$ cat src/rtl/win_pkg.sv
// rtl/win_pkg.sv - shared constants and state encoding for the window address sequencer
//
// Holds the parameter defaults used by win_addr_seq / win_addr_cnt, the FSM
// state encoding and the derived two-row offset.

package win_pkg;

  localparam int         AW_DEF       = 12;
  localparam int         STRIDE_DEF   = 9;
  localparam logic [5:0] HOLD_OPC_DEF = 6'd5;
  localparam int         SENTINEL_DEF = 4091;

  function automatic int two_stride_of(input int stride);
    return 2 * stride;
  endfunction

  localparam int TWO_STRIDE = two_stride_of(STRIDE_DEF);

  typedef enum logic [1:0] {
    ST_IDLE = 2'd0,
    ST_LOAD = 2'd1,
    ST_RUN  = 2'd2,
    ST_DONE = 2'd3
  } state_t;

endpackage

$ cat src/rtl/win_addr_seq_if.sv
// rtl/win_addr_seq_if.sv - address triple stream between sequencer and consumer
//
// Signals:
//   addr_valid          triple below is valid (master -> slave)
//   addr2/addr3/addr4   top/middle/bottom row tap addresses (master -> slave)
//   addr_ready          consumer accepts the current triple (slave -> master)

interface win_addr_seq_if #(
  parameter int AW = win_pkg::AW_DEF
);

  logic          addr_valid;
  logic          addr_ready;
  logic [AW-1:0] addr2;
  logic [AW-1:0] addr3;
  logic [AW-1:0] addr4;

  modport master (
    output addr_valid,
    output addr2,
    output addr3,
    output addr4,
    input  addr_ready
  );

  modport slave (
    input  addr_valid,
    input  addr2,
    input  addr3,
    input  addr4,
    output addr_ready
  );

endinterface

$ cat src/rtl/win_addr_cnt.sv
// rtl/win_addr_cnt.sv - column/row counters and incremental tap address generator
//
// Ports:
//   clk, rst_n          clock, asynchronous active-low reset
//   init                load base and zero the counters (scan launch)
//   step                advance to the next triple (accepted handshake)
//   base                start address of row 0, column 0
//   n_cols, n_rows      scan geometry used for the last_col / last_row flags
//   tap2/tap3/tap4      current top/middle/bottom tap addresses
//   over                current triple reaches SENTINEL or wrapped past 2^AW
//   last_col, last_row  current triple is the last of its row / last row

module win_addr_cnt import win_pkg::*; #(
  parameter int            AW       = AW_DEF,
  parameter int            STRIDE   = STRIDE_DEF,
  parameter logic [AW-1:0] SENTINEL = AW'(SENTINEL_DEF)
) (
  input  logic          clk,
  input  logic          rst_n,
  input  logic          init,
  input  logic          step,
  input  logic [AW-1:0] base,
  input  logic [3:0]    n_cols,
  input  logic [7:0]    n_rows,
  output logic [AW-1:0] tap2,
  output logic [AW-1:0] tap3,
  output logic [AW-1:0] tap4,
  output logic          over,
  output logic          last_col,
  output logic          last_row
);

  localparam logic [AW-1:0] S1 = AW'(STRIDE);
  localparam logic [AW-1:0] S2 = AW'(two_stride_of(STRIDE));

  logic [3:0]    col;
  logic [7:0]    row;
  logic [AW-1:0] row_base;
  logic [AW-1:0] nxt_row_base;
  logic [AW-1:0] nxt_tap;
  logic [AW:0]   nxt_bottom;
  logic          nxt_over;

  assign last_col = (col == n_cols - 4'd1);
  assign last_row = (row == n_rows - 8'd3);

  // Next top-row tap: +1 within a row, row_base + STRIDE at a row change.
  always_comb begin
    nxt_row_base = row_base;
    nxt_tap      = tap2 + AW'(1);
    if (init) begin
      nxt_row_base = base;
      nxt_tap      = base;
    end else if (last_col) begin
      nxt_row_base = row_base + S1;
      nxt_tap      = row_base + S1;
    end
  end

  // The bottom tap is the largest address of a triple, and the unwrapped
  // address sequence only grows, so one extra carry bit on the bottom tap
  // catches both "reached SENTINEL" and "wrapped". If the top tap itself has
  // already wrapped, an earlier bottom tap overflowed and over is already set.
  assign nxt_bottom = {1'b0, nxt_tap} + {1'b0, S2};
  assign nxt_over   = (nxt_bottom >= {1'b0, SENTINEL});

  always_ff @(posedge clk or negedge rst_n) begin
    if (!rst_n) begin
      col      <= 4'd0;
      row      <= 8'd0;
      row_base <= '0;
      tap2     <= '0;
      tap3     <= '0;
      tap4     <= '0;
      over     <= 1'b0;
    end else if (init || step) begin
      col      <= (init || last_col) ? 4'd0 : col + 4'd1;
      row      <= init ? 8'd0 : (last_col ? row + 8'd1 : row);
      row_base <= nxt_row_base;
      tap2     <= nxt_tap;
      tap3     <= nxt_tap + S1;
      tap4     <= nxt_tap + S2;
      over     <= nxt_over || (over && !init);
    end
  end

endmodule

$ cat src/rtl/win_addr_seq.sv
// rtl/win_addr_seq.sv - 3-row window address sequencer with handshake, hold and error reporting
//
// Ports:
//   clk, rst_n          clock, asynchronous active-low reset
//   start               one-cycle launch pulse (honoured only in IDLE)
//   base                start address of row 0, column 0
//   n_cols              columns per row, 1..STRIDE
//   n_rows              image rows (window rows = n_rows - 2)
//   abort               synchronous cancel back to IDLE, no done pulse
//   instr_fb            downstream feedback; HOLD_OPC freezes the scan
//   addr_bus            master side of the addr_valid/addr_ready triple stream
//   busy                state is not IDLE
//   done                one-cycle completion pulse
//   err                 sticky error (bad geometry or address >= SENTINEL)

module win_addr_seq import win_pkg::*; #(
  parameter int            AW       = AW_DEF,
  parameter int            STRIDE   = STRIDE_DEF,
  parameter logic [5:0]    HOLD_OPC = HOLD_OPC_DEF,
  parameter logic [AW-1:0] SENTINEL = AW'(SENTINEL_DEF)
) (
  input  logic                  clk,
  input  logic                  rst_n,
  input  logic                  start,
  input  logic [AW-1:0]         base,
  input  logic [3:0]            n_cols,
  input  logic [7:0]            n_rows,
  input  logic                  abort,
  input  logic [5:0]            instr_fb,
  win_addr_seq_if.master        addr_bus,
  output logic                  busy,
  output logic                  done,
  output logic                  err
);

  localparam logic [4:0] MAX_COLS = (STRIDE > 15) ? 5'd15 : 5'(STRIDE);

  state_t        state;
  logic          valid_q;
  logic          err_q;
  logic [3:0]    cfg_cols;
  logic [7:0]    cfg_rows;
  logic          hold;
  logic          addr_valid;
  logic          handshake;
  logic          init;
  logic          step;
  logic          bad_cfg;
  logic          last_col;
  logic          last_row;
  logic          over;
  logic [AW-1:0] tap2;
  logic [AW-1:0] tap3;
  logic [AW-1:0] tap4;

  // The hold opcode masks valid in the same cycle it is seen, so the consumer
  // never observes a handshake that the counters would then ignore.
  assign hold       = (state == ST_RUN) && (instr_fb == HOLD_OPC);
  assign addr_valid = valid_q && !hold;
  assign handshake  = addr_valid && addr_bus.addr_ready;
  assign init       = (state == ST_IDLE) && start;
  assign step       = handshake && !abort;
  assign bad_cfg    = (cfg_rows < 8'd3) || (cfg_cols == 4'd0) ||
                      ({1'b0, cfg_cols} > MAX_COLS);

  win_addr_cnt #(
    .AW       (AW),
    .STRIDE   (STRIDE),
    .SENTINEL (SENTINEL)
  ) u_cnt (
    .clk      (clk),
    .rst_n    (rst_n),
    .init     (init),
    .step     (step),
    .base     (base),
    .n_cols   (cfg_cols),
    .n_rows   (cfg_rows),
    .tap2     (tap2),
    .tap3     (tap3),
    .tap4     (tap4),
    .over     (over),
    .last_col (last_col),
    .last_row (last_row)
  );

  always_ff @(posedge clk or negedge rst_n) begin
    if (!rst_n) begin
      state    <= ST_IDLE;
      valid_q  <= 1'b0;
      done     <= 1'b0;
      err_q    <= 1'b0;
      cfg_cols <= 4'd0;
      cfg_rows <= 8'd0;
    end else begin
      done  <= 1'b0;
      err_q <= err_q || (addr_valid && over);
      if ((state != ST_IDLE) && abort) begin
        state   <= ST_IDLE;
        valid_q <= 1'b0;
      end else begin
        case (state)
          ST_IDLE: begin
            if (start) begin
              state    <= ST_LOAD;
              cfg_cols <= n_cols;
              cfg_rows <= n_rows;
              err_q    <= 1'b0;
            end
          end
          ST_LOAD: begin
            if (bad_cfg) begin
              err_q <= 1'b1;
              state <= ST_DONE;
              done  <= 1'b1;
            end else begin
              state   <= ST_RUN;
              valid_q <= 1'b1;
            end
          end
          ST_RUN: begin
            if (handshake && last_col && last_row) begin
              valid_q <= 1'b0;
              state   <= ST_DONE;
              done    <= 1'b1;
            end
          end
          default: begin
            state <= ST_IDLE;
          end
        endcase
      end
    end
  end

  assign busy = (state != ST_IDLE);
  assign err  = err_q || (addr_valid && over);

  assign addr_bus.addr_valid = addr_valid;
  assign addr_bus.addr2      = tap2;
  assign addr_bus.addr3      = tap3;
  assign addr_bus.addr4      = tap4;

endmodule

$ cat src/flat_wrapper.sv
// flat-port wrapper written by rule: the top's interface ports become plain ports
module win_addr_seq_flat import win_pkg::*;
#(
  parameter int            AW       = AW_DEF,
  parameter int            STRIDE   = STRIDE_DEF,
  parameter logic [5:0]    HOLD_OPC = HOLD_OPC_DEF,
  parameter logic [AW-1:0] SENTINEL = AW'(SENTINEL_DEF)
)
  (clk, rst_n, start, base, n_cols, n_rows, abort, instr_fb, busy, done, err, addr_bus_addr_valid, addr_bus_addr2, addr_bus_addr3, addr_bus_addr4, addr_bus_addr_ready);
  win_addr_seq_if #(.AW(AW)) addr_bus_i ();
  input  logic clk;
  input  logic rst_n;
  input  logic start;
  input  logic [AW-1:0] base;
  input  logic [3:0] n_cols;
  input  logic [7:0] n_rows;
  input  logic abort;
  input  logic [5:0] instr_fb;
  output logic busy;
  output logic done;
  output logic err;
  output wire logic [$bits(addr_bus_i.addr_valid)-1:0] addr_bus_addr_valid;
  output wire logic [$bits(addr_bus_i.addr2)-1:0] addr_bus_addr2;
  output wire logic [$bits(addr_bus_i.addr3)-1:0] addr_bus_addr3;
  output wire logic [$bits(addr_bus_i.addr4)-1:0] addr_bus_addr4;
  input wire logic [$bits(addr_bus_i.addr_ready)-1:0] addr_bus_addr_ready;
  assign addr_bus_addr_valid = addr_bus_i.addr_valid;
  assign addr_bus_addr2 = addr_bus_i.addr2;
  assign addr_bus_addr3 = addr_bus_i.addr3;
  assign addr_bus_addr4 = addr_bus_i.addr4;
  assign addr_bus_i.addr_ready = addr_bus_addr_ready;
  win_addr_seq #(.AW(AW), .STRIDE(STRIDE), .HOLD_OPC(HOLD_OPC), .SENTINEL(SENTINEL)) u_core (.clk(clk), .rst_n(rst_n), .start(start), .base(base), .n_cols(n_cols), .n_rows(n_rows), .abort(abort), .instr_fb(instr_fb), .addr_bus(addr_bus_i), .busy(busy), .done(done), .err(err));
endmodule
$ cat config.mk
export PLATFORM = sky130hd
export DESIGN_NAME = win_addr_seq_flat
export DESIGN_NICKNAME = d
export VERILOG_FILES = /design/src/rtl/win_pkg.sv /design/src/rtl/win_addr_seq_if.sv /design/src/rtl/win_addr_cnt.sv /design/src/rtl/win_addr_seq.sv /design/src/flat_wrapper.sv
export SDC_FILE = /design/constraint.sdc
export NUM_CORES = 1
export LEC_CHECK = 0
export ABC_CLOCK_PERIOD_IN_PS = 3900
export BUFFER_PORTS_ARGS = -buffer_cell sky130_fd_sc_hd__clkbuf_2
export CAP_MARGIN = 20
export CORE_UTILIZATION = 51
export CTS_CLUSTER_DIAMETER = 80
export DETAILED_ROUTE_END_ITERATION = 8
export PLACE_DENSITY_LB_ADDON = 0.25
export SETUP_SLACK_MARGIN = 0.4
export SYNTH_ARGS = -nofsm -noshare
export SYNTH_HDL_FRONTEND = slang
export SYNTH_HIERARCHICAL = 1
export SYNTH_SLANG_ARGS = --single-unit
export TNS_END_PERCENT = 5
$ cat constraint.sdc
create_clock -name clk -period 3.9 [get_ports clk]
set_clock_uncertainty 0.05 [all_clocks]
set_input_delay 1.17 -clock clk [delete_from_list [all_inputs] [get_ports clk]]
set_output_delay 1.17 -clock clk [all_outputs]
set_load 0.02 [all_outputs]
==> results.txt <==
The ratio of final minimum period to clock period is 87.1%. The endpoint type of the worst setup path is a register. The tree is rooted in a sky130_fd_sc_hd__clkbuf_8. The starting utilization of the core area is 52.2%.

The hold buffer count at cts is 0. The number of pins with negative max-slew slack in the final report came out at 0. The die is 102 µm wide. The initial antenna violation count is 0. The biggest fanout along the worst timing path came out at 5. The die footprint came out at 10400 µm². The maximum number of pins on one net before global-route repair is 78. The H-tree generated during clock tree synthesis spans 3 levels. The number of routed nets with antenna violations came out at 0. The routability congestion estimate came out at 0.898. The transition time of the tightest slew-check pin is 0.986 ns. The number of buffer cells added on primary ports is 74. Global routing used 25.6% of the available tracks. The total power of the final layout is 6.03 mW. The aggregate global routing overflow is 0. In this run the power density over the cells is 1030 nW/µm². For this run, the post-layout net count is 673. The net count after synthesis is 603. The final number of setup-violating endpoints came out at 0.

The number of filler instances in the final layout is 883. Synthesis handed over a netlist of 554 instances. The layout-stage area growth over the synthesis result is 15.3%. The post-detailed-route via-to-cell ratio is 5.72. The clock transition at the registers of the reported paths came out at 0.08 ns. The TritonCTS clock tree is done.

The first global-routing pass estimated 20300 µm of wire. In the layout the commonest cells are 75 x sky130_fd_sc_hd__dfrtp_1, 73 x sky130_fd_sc_hd__clkbuf_2, 66 x sky130_fd_sc_hd__nor2_1, 65 x sky130_fd_sc_hd__nand2_1, 36 x sky130_fd_sc_hd__xor2_1. The repair_antennas step left the layout with diodes totalling 0. The maximum ir drop on the vdd rail came out at 0.000604 V.

Adding up every negative setup slack in the final design gives 0 ns. The area of the core came out at 9730 µm². The worst setup path is launched from an input port. The tightest min-delay check is of the register to register type. Measured on the finished design, the core utilization comes to 60.2%.

The flip-flop and latch count after synthesis came out at 77. The maximum frequency from static timing analysis is 294 MHz. The total via count after detailed routing came out at 4348.

The sequential area share after synthesis is 37.9%. The count of flip-flops with a built-in enable after synthesis came out at 0. The area of the mapped netlist is 5080 µm².

The total count of hold-check failures in the final report came to 0. The CTS sink count came out at 77. The total of warnings raised by yosys came out at 6. The share of synthesized registers carrying an async set or reset came out at 100%. The arrival time of data at the critical path endpoint came out at 3.63 ns. The die height is 102 µm. Leaving out fill and tap cells, the most frequent cell in the layout is sky130_fd_sc_hd__dfrtp_1. Among all flip-flop cells after synthesis, the most frequent one is sky130_fd_sc_hd__dfrtp_1. After legalization and detailed placement, the total HPWL measured 9210 µm. The number of remaining DRC errors is 0.

Clock latency on the worst-skew pair, taken at its later pin, is 0.35 ns. The first detailed-routing pass ran for 5 iterations. The final layout contains routed wiring with a total length of 12500 µm. Setup repair after global routing could not meet its margin everywhere. Data on the critical path is required at its endpoint by 4.13 ns. The run finished with clean final reports. The number of different library cells in the post-synthesis netlist came out at 83. The share of layout cells above drive strength 1 is 26.2%. The internal reg-to-reg setup slack came out at 0.52 ns. The number of global-route vias before repair came to 4052. The placement row count is 36. The TritonCTS buffer count came out at 9.

The detailed router's first-iteration violation count is 364. The critical path is of the input port to register type. The routed wire length per instance came out at 16.4 µm.

The buffer depth of the longest clock path came out at 2. The max capacitance violation total is 0. The remaining max-slew budget at the tightest pin came out at 34.3%. The average footprint of a synthesized cell is 9.17 µm². The post-layout minimum cycle time came out at 3.40 ns.

The top-level I/O count is 75. The leakage dissipation is 2.54 nW.
## final cells by class
class,count,area [µm²],area share (%)
Clock buffer,9,124,2.11
Clock inverter,5,53.8,0.918
Inverter,14,52.6,0.897
Multi-Input combinational cell,433,3050,52.0
Sequential cell,77,1930,32.9
Tap cell,133,166,2.84
Timing Repair Buffer,89,485,8.29
## synth_stat cells (2+ instances only)
master / instances / area (µm²)
sky130_fd_sc_hd__a211oi_1: 5 / 37.5
sky130_fd_sc_hd__a21boi_0: 2 / 15.0
sky130_fd_sc_hd__a21boi_1: 3 / 22.5
sky130_fd_sc_hd__a21o_1: 2 / 15.0
sky130_fd_sc_hd__a21oi_1: 35 / 175
sky130_fd_sc_hd__a21oi_2: 2 / 17.5
sky130_fd_sc_hd__a31oi_1: 4 / 25.0
sky130_fd_sc_hd__and3_1: 4 / 25.0
sky130_fd_sc_hd__buf_2: 5 / 25.0
sky130_fd_sc_hd__buf_4: 2 / 15.0
sky130_fd_sc_hd__buf_6: 3 / 33.8
sky130_fd_sc_hd__clkbuf_1: 18 / 67.6
sky130_fd_sc_hd__dfrtp_1: 77 / 1930
sky130_fd_sc_hd__ha_1: 14 / 175
sky130_fd_sc_hd__inv_1: 13 / 48.8
sky130_fd_sc_hd__mux2_2: 13 / 146
sky130_fd_sc_hd__mux2i_1: 4 / 40.0
sky130_fd_sc_hd__nand2_1: 66 / 248
sky130_fd_sc_hd__nand2b_1: 8 / 50.1
sky130_fd_sc_hd__nand3_1: 17 / 85.1
sky130_fd_sc_hd__nand4_1: 6 / 37.5
sky130_fd_sc_hd__nor2_1: 66 / 248
sky130_fd_sc_hd__nor3_1: 18 / 90.1
sky130_fd_sc_hd__nor3b_1: 5 / 37.5
sky130_fd_sc_hd__nor4_1: 4 / 25.0
sky130_fd_sc_hd__nor4_2: 2 / 25.0
sky130_fd_sc_hd__nor4b_1: 4 / 35.0
sky130_fd_sc_hd__o211ai_1: 2 / 15.0
sky130_fd_sc_hd__o21a_1: 5 / 37.5
sky130_fd_sc_hd__o21ai_0: 22 / 110
sky130_fd_sc_hd__o21ai_1: 2 / 10.0
sky130_fd_sc_hd__o21ai_2: 3 / 26.3
sky130_fd_sc_hd__o21bai_1: 2 / 15.0
sky130_fd_sc_hd__o31a_1: 3 / 26.3
sky130_fd_sc_hd__o31ai_4: 2 / 42.5
sky130_fd_sc_hd__or4_1: 3 / 22.5
sky130_fd_sc_hd__xnor2_1: 27 / 236
sky130_fd_sc_hd__xor2_1: 36 / 315
## metrics by stage
| step | area, µm² | std cells | worst slack [ns] | hold slack (ns) |
|---|---|---|---|---|
| floorplan | 5170 | 554 | 0.391 | 0.448 |
| global placement | 5620 | 743 | 0.136 | 0.405 |
| detailed placement | 5620 | 743 | 0.0587 | 0.413 |
| CTS | 5800 | 757 | 0.360 | 0.437 |
| global route | 5860 | 760 | 0.357 | 0.466 |
| finish | 5860 | 760 | 0.504 | 0.433 |
## what timing repair did
action / CTS / global route
gates resized for setup: 2 / 10
pin swaps: 0 / 4
setup endpoints to repair: 4 / 11
buffers inserted: 0 / 3
## power by group
group	leakage, nW	internal, mW	switching (mW)	total, mW
Sequential	0.921	1.15	0.445	1.60
Clock	0.0947	0.286	0.289	0.575
Combinational	1.52	1.55	2.31	3.86
## logic make-up after synthesis
| kind of cell | Yosys count | share of synthesized area [%] |
|---|---|---|
| AO/OA/AOI/OAI | 116 | 16.5 |
| XOR/XNOR | 67 | 12.7 |
| flip-flops | 77 | 37.9 |
| AND/OR/NAND/NOR | 219 | 21.6 |
| buffers and inverters | 44 | 4.16 |
| adder cells (fa/ha/maj) | 14 | 3.45 |
| multiplexers | 17 | 3.67 |
## worst max-delay path, cell delays in order
cell	delay [ns]
sky130_fd_sc_hd__clkbuf_2	0.13
sky130_fd_sc_hd__nand2_2	0.07
sky130_fd_sc_hd__inv_2	0.11
sky130_fd_sc_hd__inv_1	0.13
sky130_fd_sc_hd__nand2_1	0.17
sky130_fd_sc_hd__nor2_1	0.14
sky130_fd_sc_hd__nor3_4	0.25
sky130_fd_sc_hd__ha_2	0.22
sky130_fd_sc_hd__nand2b_1	0.07
sky130_fd_sc_hd__or4_4	0.43
sky130_fd_sc_hd__nand3_4	0.13
sky130_fd_sc_hd__o211ai_4	0.09
sky130_fd_sc_hd__xor2_1	0.18
sky130_fd_sc_hd__a211o_1	0.27
sky130_fd_sc_hd__o21ai_2	0.05
## worst paths after layout
path,start,cells after the start,endpoint
min in group asynchronous,rst_n,1,u_core/u_cnt/row[5]
max,start,15,u_core/u_cnt/tap3[6]
max reg2reg,u_core/cfg_cols[0],15,u_core/u_cnt/tap3[6]
max in group asynchronous,rst_n,1,u_core/cfg_cols[0]
min reg2reg,u_core/u_cnt/tap4[2],2,u_core/u_cnt/tap4[2]
min,u_core/u_cnt/tap4[2],2,u_core/u_cnt/tap4[2]
## flip-flops by register name, summed over array words and instances, names as in the netlist
name                   cells
u_core/cfg_rows            8
u_core/u_cnt/row_base     12
u_core/err_q               1
u_core/valid_q             1
u_core/u_cnt/over          1
u_core/u_cnt/tap4         11
u_core/state               2
u_core/cfg_cols            4
u_core/u_cnt/tap2         12
u_core/u_cnt/row           8
u_core/done                1
u_core/u_cnt/tap3         12
u_core/u_cnt/col           4
## routing by layer
metal / global-route usage, % / wire length [µm] / part of all wire [%] / vias up
met5: 0 / 0 / 0 / -
met4: 9.34 / 241 / 1.9 / 0
met3: 3.28 / 543 / 4.3 / 22
met2: 43.3 / 6070 / 49 / 136
met1: 33.8 / 5640 / 45 / 2104
li1: - / - / - / 2086
(Power assumes the default switching activity.)
